## src/rtl/store_align.sv

```systemverilog
// Store-path alignment: places store bytes on memory lanes with byte enables.
// Define STORE_ALIGN_SPLIT_EN to split misaligned stores into two beats; otherwise they are flagged.
module store_align (
   input  logic        clk,
   input  logic        reset,
   input  logic        in_valid,
   output logic        in_ready,
   input  logic [31:0] in_addr,
   input  logic [31:0] in_data,
   input  logic [1:0]  in_size,
   output logic        mem_valid,
   input  logic        mem_ready,
   output logic [31:0] mem_addr,
   output logic [31:0] mem_wdata,
   output logic [3:0]  mem_be,
   output logic        err
);

   localparam int unsigned DW = 32;
   localparam int unsigned BW = 4;

`ifdef STORE_ALIGN_SPLIT_EN
   typedef enum logic [1:0] {EMPTY = 2'd0, ONE = 2'd1, FIRST = 2'd2} state_t;
`else
   typedef enum logic [1:0] {EMPTY = 2'd0, ONE = 2'd1} state_t;
`endif

   state_t          state, state_n;
   logic [DW-1:0]   addr_n, wdata_n;
   logic [BW-1:0]   be_n;
   logic            err_n;

   logic [1:0]      off;
   logic [BW-1:0]   mask, be1;
   logic [DW-1:0]   base, data1;
   logic            bad, accept, drain;

`ifdef STORE_ALIGN_SPLIT_EN
   logic [DW-1:0]   b2_addr, b2_wdata, b2_addr_n, b2_wdata_n;
   logic [BW-1:0]   b2_be, b2_be_n;
   logic [DW-1:0]   data2;
   logic [BW-1:0]   be2;
   logic [2:0]      nbytes;
   logic            split;
`endif

   // Expand byte enables into a bit mask so disabled lanes carry zero.
   function automatic logic [DW-1:0] lane_mask(input logic [BW-1:0] be);
      logic [DW-1:0] m;
      m = '0;
      for (int k = 0; k < BW; k++) m[8*k +: 8] = {8{be[k]}};
      return m;
   endfunction

   // Beat construction from the incoming request.
   always_comb begin
      off   = in_addr[1:0];
      base  = {in_addr[31:2], 2'b00};
      case (in_size)
         2'b00:   mask = 4'b0001;
         2'b01:   mask = 4'b0011;
         2'b10:   mask = 4'b1111;
         default: mask = 4'b0000;
      endcase
      be1   = 4'({4'b0000, mask} << off);
      data1 = (in_data << {off, 3'b000}) & lane_mask(be1);
`ifdef STORE_ALIGN_SPLIT_EN
      case (in_size)
         2'b00:   nbytes = 3'd1;
         2'b01:   nbytes = 3'd2;
         default: nbytes = 3'd4;
      endcase
      split = (3'(off) + nbytes) > 3'd4;
      be2   = mask >> (3'd4 - 3'(off));
      data2 = (in_data >> (6'd32 - 6'({off, 3'b000}))) & lane_mask(be2);
      bad   = (in_size == 2'b11);
`else
      bad   = (in_size == 2'b11) || (in_size == 2'b01 && in_addr[0]) ||
              (in_size == 2'b10 && off != 2'b00);
`endif
   end

   always_comb begin
      mem_valid = (state != EMPTY);
      in_ready  = reset && (state == EMPTY || (state == ONE && mem_ready));
      accept    = in_valid && in_ready;
      drain     = mem_valid && mem_ready;
   end

   // Next-state and output-register logic.
   always_comb begin
      state_n = state;
      addr_n  = mem_addr;
      wdata_n = mem_wdata;
      be_n    = mem_be;
      err_n   = 1'b0;
`ifdef STORE_ALIGN_SPLIT_EN
      b2_addr_n  = b2_addr;
      b2_wdata_n = b2_wdata;
      b2_be_n    = b2_be;
`endif
      case (state)
         EMPTY, ONE: begin
            if (accept) begin
               if (bad) begin
                  err_n = 1'b1;
                  if (drain) state_n = EMPTY;
               end else begin
                  addr_n  = base;
                  wdata_n = data1;
                  be_n    = be1;
                  state_n = ONE;
`ifdef STORE_ALIGN_SPLIT_EN
                  if (split) begin
                     state_n    = FIRST;
                     b2_addr_n  = base + 32'd4;
                     b2_wdata_n = data2;
                     b2_be_n    = be2;
                  end
`endif
               end
            end else if (drain) begin
               state_n = EMPTY;
            end
         end
`ifdef STORE_ALIGN_SPLIT_EN
         FIRST: begin
            if (mem_ready) begin
               addr_n  = b2_addr;
               wdata_n = b2_wdata;
               be_n    = b2_be;
               state_n = ONE;
            end
         end
`endif
         default: state_n = EMPTY;
      endcase
   end

   always_ff @(posedge clk) begin
      if (!reset) begin
         state     <= EMPTY;
         mem_addr  <= '0;
         mem_wdata <= '0;
         mem_be    <= '0;
         err       <= 1'b0;
`ifdef STORE_ALIGN_SPLIT_EN
         b2_addr   <= '0;
         b2_wdata  <= '0;
         b2_be     <= '0;
`endif
      end else begin
         state     <= state_n;
         mem_addr  <= addr_n;
         mem_wdata <= wdata_n;
         mem_be    <= be_n;
         err       <= err_n;
`ifdef STORE_ALIGN_SPLIT_EN
         b2_addr   <= b2_addr_n;
         b2_wdata  <= b2_wdata_n;
         b2_be     <= b2_be_n;
`endif
      end
   end

endmodule
```

## config.mk

```make
export PLATFORM = sky130hd
export DESIGN_NAME = store_align
export DESIGN_NICKNAME = d
export VERILOG_FILES = /design/src/rtl/store_align.sv
export SDC_FILE = /design/constraint.sdc
export NUM_CORES = 1
export LEC_CHECK = 0
export CELL_PAD_IN_SITES_DETAIL_PLACEMENT = 2
export CELL_PAD_IN_SITES_GLOBAL_PLACEMENT = 2
export CORE_UTILIZATION = 24
export CTS_BUF_LIST = sky130_fd_sc_hd__clkbuf_2 sky130_fd_sc_hd__clkbuf_4 sky130_fd_sc_hd__clkbuf_8
export CTS_CLUSTER_SIZE = 16
export DETAILED_ROUTE_END_ITERATION = 8
export PLACE_DENSITY_LB_ADDON = 0.1
export RECOVER_POWER = 50
export SYNTH_ARGS = -nofsm -noshare
export SYNTH_HDL_FRONTEND = slang
export SYNTH_SLANG_ARGS = --single-unit
export TNS_END_PERCENT = 5
```

## constraint.sdc

```tcl
create_clock -name clk -period 2.1 [get_ports clk]
set_input_delay 0.42 -clock clk [delete_from_list [all_inputs] [get_ports clk]]
set_output_delay 0.42 -clock clk [all_outputs]
set_load 0.02 [all_outputs]
```

; Word-level counts from Yosys, hierarchy flattened
; Cells that the tools add are included.
[word_totals]
register_bits = 69
input_bits = 70
wordCells = 35
[op_classes]
eq_ne = 4
n_shift = 2
muxes = 5
bitwise = 2
reduce_logical = 17
[ops]
columns = cell, n
row1 = 32-bit AND, 1
row2 = 32-bit by 5-bit left shift with 32-bit output, 1
row3 = 4-bit case mux with 3 select lines, 1
row4 = 1-bit logical AND, 6
row5 = 2-bit 2-to-1 mux, 3
row6 = 3-bit AND reduction, 2
row7 = 2-bit by 1-bit equality test with 1-bit output (second input constant), 2
row8 = 2-bit equality test (second input constant), 2
row9 = 2-bit zero test, 2
row10 = 2-bit nonzero test, 2
row11 = 4-bit by 2-bit left shift with 4-bit output, 1
row12 = 1-bit logical OR, 3
row13 = 2-bit AND reduction, 1
row14 = 2-bit OR reduction, 1
row15 = 1-bit 2-to-1 mux, 1
row16 = 1-bit inverter, 1

; Depth between registers and ports, before layout
[logic_depth]
depth_word = 6
mapped_depth = 8

; Worst setup path before layout
; OpenSTA, ideal clock, no wires.
[synth_path]
path_type = input-to-reg
start = in in_size[0]
end = reg mem_wdata[24]
arrival_ps = 1732
required_time_ps = 2041
path_slack_ps = 309
cell_stages = 7
n_path_buf = 1
path_cell_list = inv_1 -> ha_1 -> nor3_1 -> o2111ai_2 -> buf_4 -> a2111oi_2 -> a31o_1
[synth_via]
elab_chain_cells = 6
elab_cells_between_ends = 13
cone_classes = eq/ne: 3 / shift: 1 / mux: 1 / bitwise: 2 / reduce/logical: 6
[synth_lines]
columns = item, line
row1 = start: declaration, 10  ; input logic [1:0] in_size,
row2 = "parallel branches: the longest is 6 deep, another holds 32-bit AND", --
row3 = end signal: assignment, 155  ; mem_wdata <= wdata_n;
row4 = end: declaration, 14  ; output logic [31:0] mem_wdata,
; Several ways; the timed one is not identified.
; A chain may end at the register's enable or synchronous reset.

; Worst setup path in the final report
[layout_path]
start = in in_size[1]
end = reg mem_addr[29]
[layout_via]
elab_chain_cells = 6
elab_cells_between_ends = 9
cone_classes = eq/ne: 3 / bitwise: 1 / reduce/logical: 5
[layout_lines]
columns = item, line
row1 = 2-bit by 1-bit equality test with 1-bit output, 78  ; bad = (in_size == 2'b11) || (in_size == 2'b01 && in_addr[0]) ||
row2 = 1-bit logical AND, 78
row3 = 1-bit logical OR, 78
row4 = 1-bit logical OR (*), 78
row5 = 1-bit inverter (no source line) (*), --
row6 = 3-bit AND reduction (no source line) (*), --
row7 = end signal: assignment, 154  ; mem_addr <= addr_n;
row8 = end: declaration, 13  ; output logic [31:0] mem_addr,
; Every way passes the cells marked *; elsewhere a longest branch is shown, timed or not.

==> flow_summary.json <==
{
  "synth-seq-area-share_pct": 43.8,
  "dpl.cell_count": 668,
  "clock-skew-final_ns": 0.00373,
  "status": "finished, final reports clean",
  "most-common-layout-cells": "clkdlybuf4s50_1, nand2_1, dfxtp_1, a21boi_1",
  "timing.critical_path.to_type": "flip-flop",
  "timing.fmax_ghz": 0.493,
  "fp.dieH_um": 117,
  "n_fill_cell": 1441,
  "synth.area.top_cells": "dfxtp_1, a21boi_1, nand2_1",
  "synth.largest_area_cell": "dfxtp_1",
  "io_pins": 141,
  "synth_xor_xnor_area_share_pct": 0,
  "dr.pass1.iters": 4,
  "power_frac_clock_pct": 38.7,
  "maximum_fanout_count_along_the_critical_path": 24,
  "route.final.wire_length_um": 11700,
  "timing.critical_path.from_type": "input port",
  "share_comb_of_total_power_pct": 18.6,
  "synth-async-reset-ratio_pct": 0,
  "timing.setup.critical_path_class": "in2reg",
  "clk_latency_ns": 0.35,
  "post_synth_inst_count": 356,
  "total_number_of_vias": 3157,
  "placer_s_final_routability_congestion_estimate": 0.719,
  "grt_remaining_overflow": 0,
  "numCtsBuffers": 9,
  "seqPwrFrac_pct": 42.7,
  "cpMostUsedCell": "buf_12",
  "place.detailed.hpwl_um": 8590,
  "synth-edff-count": 0,
  "share_of_cells_above_drive_strength_1_pct": 14.3,
  "vias_cell": 4.62,
  "synth-compound-area-share_pct": 25.5,
  "clkTransAtPathRegs_ns": 0.07,
  "setup_viol_count_final": 0,
  "antenna_found_initial": 0,
  "route.antenna.remaining_nets": 0,
  "critical_path_arrival_ns": 2.31,
  "netlist_area_um2": 3160,
  "post_synth_fa_ha_maj_area_fraction_pct": 1.59,
  "die_area_um2": 13600,
  "clock-root-buffer": "clkbuf_8",
  "worstHoldPathType": "reg2reg",
  "max-slew-margin-rel_pct": 58.3,
  "postSynth.topFlopCell": "dfxtp_1",
  "yosysWarnings": 0,
  "fin_setup_tns_ns": 0,
  "detail_route.wl_per_cell_um": 17.1,
  "yosysUniqueCellTypes": 34,
  "cp_slowest_stage_delay_ns": 0.54,
  "register_area_um2": 1380,
  "max-vdd-ir-drop_v": 0.000336,
  "cts-root-to-sink-buffers": 2,
  "diodes": 0,
  "area_growth_syn_to_layout_pct": 66.1,
  "layout_commonest_cell": "clkdlybuf4s50_1",
  "family_with_the_most_delay_on_the_worst_path": "buffers and inverters",
  "min_period_over_period_pct": 96.6,
  "grt_first_pass_wirelength_um": 18300,
  "p_int_mw": 2.35,
  "totalPowerFinal_mw": 3.17,
  "route.detailed.drc": 0,
  "p_per_area_nw_per_um2": 605,
  "avgSynthCellArea_um2": 8.86,
  "ctsHtreeMaxLevel": 3,
  "final_cells": 683,
  "cp_cell_sequence": "clkdlybuf4s50_1 > ha_2 > nor3_2 > buf_4 > o2111ai_4 > buf_12 > buf_12 > nand2_1 > a21boi_1",
  "initial_utilization_pct": 24.8,
  "path_buf_inv": 4,
  "switching_power_mw": 0.820,
  "synthSimpleGateAreaFrac_pct": 18.4,
  "final_net_count": 581,
  "finalHoldViolations": 0,
  "grt_pass1_vias": 3373,
  "synth_top_family_by_area": "compound AO/OA/AOI/OAI gates",
  "synth_top_area_share_pct": 43.8,
  "portBuffers": 138,
  "maximum_number_of_pins_on_one_net_before_global_route_repair": 67,
  "synth.area.mux_share_pct": 5.71,
  "grt_use_total_pct": 18.1,
  "floorplan.core_area_um2": 12700,
  "worstPathRequired_ns": 2.38,
  "clock_sinks": 69,
  "final_max_slew_viol_count": 0,
  "drtIter0Drc": 108,
  "final.min_clock_period_ns": 2.03,
  "multi_input_comb_area_um2": 1710,
  "cts_tree": "done",
  "timing.critical_path.slowest_stage_cell": "clkdlybuf4s50_1",
  "synth.ff_latch_count": 69,
  "hold_ws_ns": 0.453,
  "worstMarginPinSlew_ns": 0.626,
  "swShare_pct": 25.8,
  "rsz0062_at_grt": "yes",
  "p_leak_nw": 1.85,
  "floorplan.rows": 41,
  "die_w_um": 117,
  "finish.utilization_pct": 41.2,
  "cap_viol_max_count": 0
}
==> worst paths after layout <==
check                    start             to  slack (ns)  cells past startpoint
setup / recovery    in_size[1]   mem_addr[29]        0.07                      9
hold / removal    mem_wdata[7]   mem_wdata[7]        0.45                      2
setup reg to reg      state[1]  mem_wdata[30]        0.72                      5
hold reg to reg   mem_wdata[7]   mem_wdata[7]        0.45                      2
==> registers in the layout, indices dropped and copies added, names as in the netlist <==
register / count
mem_wdata: 32
err: 1
state: 2
mem_be: 4
mem_addr: 30
==> power groups by stage <==
stage	combinational [mW]	clock, mW	sequential (mW)
floorplan	0.208	0	1.42
global placement	0.571	0	1.38
detailed placement	0.576	0	1.39
CTS	0.590	1.29	1.36
global route	0.636	1.34	1.36
finish	0.589	1.23	1.35
==> routing by layer <==
metal	global-route usage [%]	share of wire (%)
met5	0	0
met2	31.4	49
met4	7.00	1.7
met3	5.09	5.8
met1	21.1	43
==> worst register-to-register path, cell delays in order, from the launching register on <==
cell and delay [ns]:
dfxtp_1 0.31, nor2b_1 0.13, buf_4 0.15, o2111ai_4 0.14
a2111oi_0 0.45, a31o_1 0.15
==> per-stage QoR <==
step	setup slack [ns]	cell area (um^2)
finish	0.0706	5240
global placement	-0.427	4940
detailed placement	-0.488	4940
global route	-0.0265	5240
CTS	0.00288	5200
floorplan	0.309	3160
==> area by class of cell <==
| type | instances | area share, % |
|---|---|---|
| Sequential cell | 69 | 26.4 |
| Tap cell | 172 | 4.11 |
| Inverter | 2 | 0.143 |
| Clock buffer | 11 | 2.77 |
| Clock inverter | 4 | 1.38 |
| Multi-Input combinational cell | 255 | 32.6 |
| Timing Repair Buffer | 170 | 32.6 |
==> what timing repair did <==
action / 4_1_cts / 5_1_grt
pin swaps: 1 / 0
gates resized for setup: 6 / 8
endpoints found under the setup margin: 28 / 57
setup buffers: 0 / 0
hold buffers: 0 / 0
endpoints found under the hold margin: 0 / 0
==> cells by family after synthesis <==
logic type / count (synthesis)
flip-flops: 69
AND/OR/NAND/NOR: 134
other: 1
AO/OA/AOI/OAI: 97
adder cells (fa/ha/maj): 4
buffers and inverters: 34
multiplexers: 17
==> Yosys cell counts (2+ instances only) <==
| library cell | instances |
|---|---|
| mux2_2 | 8 |
| nor3_1 | 2 |
| a2111oi_2 | 7 |
| ha_1 | 4 |
| nand3_1 | 24 |
| buf_1 | 2 |
| mux2i_1 | 9 |
| a31o_1 | 8 |
| a21boi_0 | 2 |
| a21boi_1 | 47 |
| a211oi_1 | 8 |
| clkbuf_1 | 15 |
| nand2_1 | 83 |
| a21oi_1 | 8 |
| nor2b_1 | 13 |
| nor2_1 | 8 |
| dfxtp_1 | 69 |
| inv_1 | 2 |
| buf_2 | 12 |
| buf_4 | 3 |
| o211a_1 | 2 |
| o31ai_1 | 8 |
Note: power is estimated with default switching activity, not from simulation.
==> variant 1 (config.mk and constraints unchanged) <==
Reset style: asynchronous (`reset`), changed in one clocked block.
--- a/src/rtl/store_align.sv
+++ b/src/rtl/store_align.sv
@@ -137,7 +137,7 @@
       endcase
    end
 
-   always_ff @(posedge clk) begin
+   always_ff @(posedge clk or negedge reset) begin
       if (!reset) begin
          state     <= EMPTY;
          mem_addr  <= '0;
Function: differs if reset is asserted again (counterexample within 4 cycles, from zero or initial values and one cycle with reset low); with reset held inactive, the same outputs for 10 cycles.
==> variant 1 against the unedited design <==
The flow now finishes with violations (capacitance limit, slew limit). Die area fell by 0.97%. Via count fell by 14%. Critical path depth did not move. First-iteration DRC count fell by 22%. Sequential share of layout area rose by 7.6 points. Cell area fell by 3.0%. Synthesized area fell by 0.99%. Maximum frequency rose by 2.7%. Setup slack improved by 0.053 ns. Sequential cell count did not move. Routed wire length fell by 8.9%.
Power is not compared: it rests on default switching activity, and its combinational part moved more than twofold at a synthesized area within 25%.
==> variant 1: results (changes against the unedited design) <==
[status]
status = finished with violations
violations = capacitance limit, slew limit

[logic_synthesis]
synthAdderAreaFrac = 0.0160  ; +0.000159
synth.distinct_cells = 29  ; -15%
synth.area.mux_share = 0.166  ; +0.109
synth_area_leaders = dfrtp_1, mux2_2, mux2i_1, nand2_1, nor2b_1
synth_compound_area_frac = 0.122  ; -0.133

[final_layout]
seq_share = 0.340  ; +0.0761
fill_cells = 1343  ; -6.8%
seq_area_mm2 = 0.00173  ; +25%
fin_nets = 500  ; -14%
clkCellAreaFrac = 0.0460  ; +0.00449

[sta]
slew_violations = 70  ; +70
worst_slew_pin_slew_ns = 1.82  ; +1.19 ns

[global_route]
grt_use_met1 = 0.195  ; -0.0160
grt_pass1_wl_um = 15700  ; -14%
grt_use_total = 0.159  ; -0.0223
grt_max_degree = 70  ; +4.5%

[drt]
wl_met1_um = 4590  ; -9.1%
wl_met3_um = 901  ; +32%

[worst_hold_path]
worst_hold_path.endpoint = mem_be[3]
hold_depth = 1  ; -1

[worst_setup_path]
cp_max_fo = 8  ; -67%
cp_slowest_cell = mux2_2
cp_data_arrival_time_ns = 2.21  ; -0.10 ns
r2r_end = mem_be[0]

[run]
maxCapViolations = 1  ; +1

[placement]
hpwlAfterDp_um = 7580  ; -12%

[variant 1: changes by cell type in the layout (fill, tap and decap cells not counted), moves of 24 or more]
| cell | delta |
|---|---|
| nand3_1 | -24 |
| dfxtp_1 | -69 |
| dfrtp_1 | +69 |
| clkdlybuf4s50_1 | -35 |
| a21boi_1 | -47 |
| nand2_1 | -39 |
| dlygate4sd3_1 | +33 |
[variant 1: how the worst max path moves through the flow]
| stage | end | cells past startpoint | startpoint |
|---|---|---|---|
| 2_1_floorplan | mem_wdata[16] | 7 | in_size[0] |
| 3_3_place_gp | mem_addr[25] | 8 | in_size[0] |
| 3_5_place_dp | mem_addr[26] | 8 | in_size[0] |
| 4_1_cts | mem_addr[26] | 7 | in_size[1] |
| 5_1_grt | mem_wdata[11] | 6 | in_addr[0] |
| 6_report | mem_be[0] | 9 | in_size[0] |
==> variant 2 (same settings) <==
Made on the original files. Add a define of `STORE_ALIGN_SPLIT_EN`.
--- a/src/rtl/store_align.sv
+++ b/src/rtl/store_align.sv
@@ -1,5 +1,7 @@
 // Store-path alignment: places store bytes on memory lanes with byte enables.
 // Define STORE_ALIGN_SPLIT_EN to split misaligned stores into two beats; otherwise they are flagged.
+`define STORE_ALIGN_SPLIT_EN
+
 module store_align (
    input  logic        clk,
    input  logic        reset,
Check against the original RTL: not equivalent (Yosys sat finds a counterexample within 4 cycles, from zero or initial values and one cycle with reset low).
==> variant 2 against the unedited design <==
The flow now finishes with violations (setup timing). Cell area up 96%. Combinational power rose to 2.9 times the old value. Synthesized area is 110% higher. Setup slack worse by 0.17 ns. Cell count is 100% higher. Sequential share of layout area about the same. Clock power is 83% higher. Via count is 120% higher. Highest routed layer unchanged. Routed wire length increased by 140%. Sequential cell count is 66 higher. Total power rose by 110%. Largest cell class is now multi-input combinational cells.
==> variant 2: results (changes against the unedited design) <==
[placement]
hpwlAfterDp_um = 20700  ; +140%
place_congestion = 0.795  ; +11%

[power]
p_leak_uw = 0.00399  ; +120%
p_switching_uw = 2180  ; +170%
ir_drop_mv = 0.286  ; -15%
power.share.clock = 0.334  ; -0.053
powerSeq_uw = 2800  ; +110%

[final_layout]
fin_nets = 1089  ; +87%
fill_cells = 3079  ; +110%

[global_route]
grt_pass1_vias = 7763  ; +130%
grt_pass1_wl_um = 44200  ; +140%
grt_max_degree = 61  ; -9.0%
grt_use_met1 = 0.257  ; +0.0463

[sta]
worst_slew_pin_slew_ns = 0.717  ; +0.0911 ns
fin_ws_ns = -0.0948  ; -0.165 ns
setup_viol_count_final = 23  ; +23

[worst_hold_path]
worst_hold_path.endpoint = state[0]
hold_depth = 4  ; +2

[drt]
wl_met1_um = 13100  ; +160%
drt_iter0_drc = 238  ; +120%
routed_wirelength_um = 28300  ; +140%

[worst_setup_path]
cp_slowest_cell = or4b_4
reg2regPathDepth = 8  ; +3
r2r_start = state[1]
cp_max_fo = 5  ; -79%
cp_data_arrival_time_ns = 2.60  ; +0.29 ns

[logic_synthesis]
synthCells = 771  ; +120%
synth_area_leaders = dfxtp_1, mux2i_1, a211oi_1, nor2_1, o21ai_0
ys_seq_area_frac = 0.400  ; -0.0380
yosys-top-cells-count = dfxtp_1, nor2_1, mux2i_1

[status]
status = finished with violations
violations = setup timing

[clock_network]
clk_latency_ns = 0.47  ; +0.12 ns
cts_max_level = 4  ; +1

-- variant 2: cell count changes after synthesis, moves of 34 or more --
cell / change
o21ai_0: +56
mux2i_1: +52
a21oi_1: +34
a211oi_1: +49
nor2_1: +75
a21boi_1: -47
dfxtp_1: +66
-- variant 2: logic make-up (layout without fill, tap and decap cells) --
family          Yosys count  after routing  share of synthesized area
simple gates            233            233                      0.164
compound gates          221            221                      0.230
flops                   135            135                      0.400
buf+inv                  74            324                     0.0455
mux                      69             69                      0.104
xor+xnor                 28             28                     0.0363
fa+ha+maj                10             10                     0.0196
other cells               1              2                   0.000555
-- variant 2: worst max path at each step --
stage | end | cells after the start | from | slack [ns]
6_report | b2_wdata[13] | 9 | mem_ready | -0.09
5_1_grt | b2_wdata[15] | 8 | state[1] | -0.15
4_1_cts | b2_wdata[13] | 15 | in_size[0] | -0.14
3_5_place_dp | b2_wdata[29] | 13 | in_size[1] | -1.01
3_3_place_gp | mem_wdata[22] | 9 | in_size[0] | -0.92
2_1_floorplan | b2_be[2] | 12 | in_size[1] | -0.27
-- variant 2: through the flow --
step           total power, µW  setup slack [ns]
2_1_floorplan             3620            -0.270
3_3_place_gp              4490            -0.925
3_5_place_dp              4540             -1.01
4_1_cts                   6870            -0.144
5_1_grt                   7080            -0.146
6_report                  6730           -0.0948
-- variant 2: repair_timing --
action | 4_1_cts | 5_1_grt
pin swaps | 19 | 9
gates resized for setup | 62 | 20
cloned | 2 | 0
endpoints found under the setup margin | 136 | 80
setup buffers | 8 | 1
-- variant 2: layout make-up --
type                    instances  share of cell area
flip-flops and latches        135               0.264
multi-input cells             563               0.388
well taps                     378              0.0462
inverters                       9             0.00525
clock inverters                14              0.0149
repair buffers                283               0.259
clock buffers                  18              0.0236
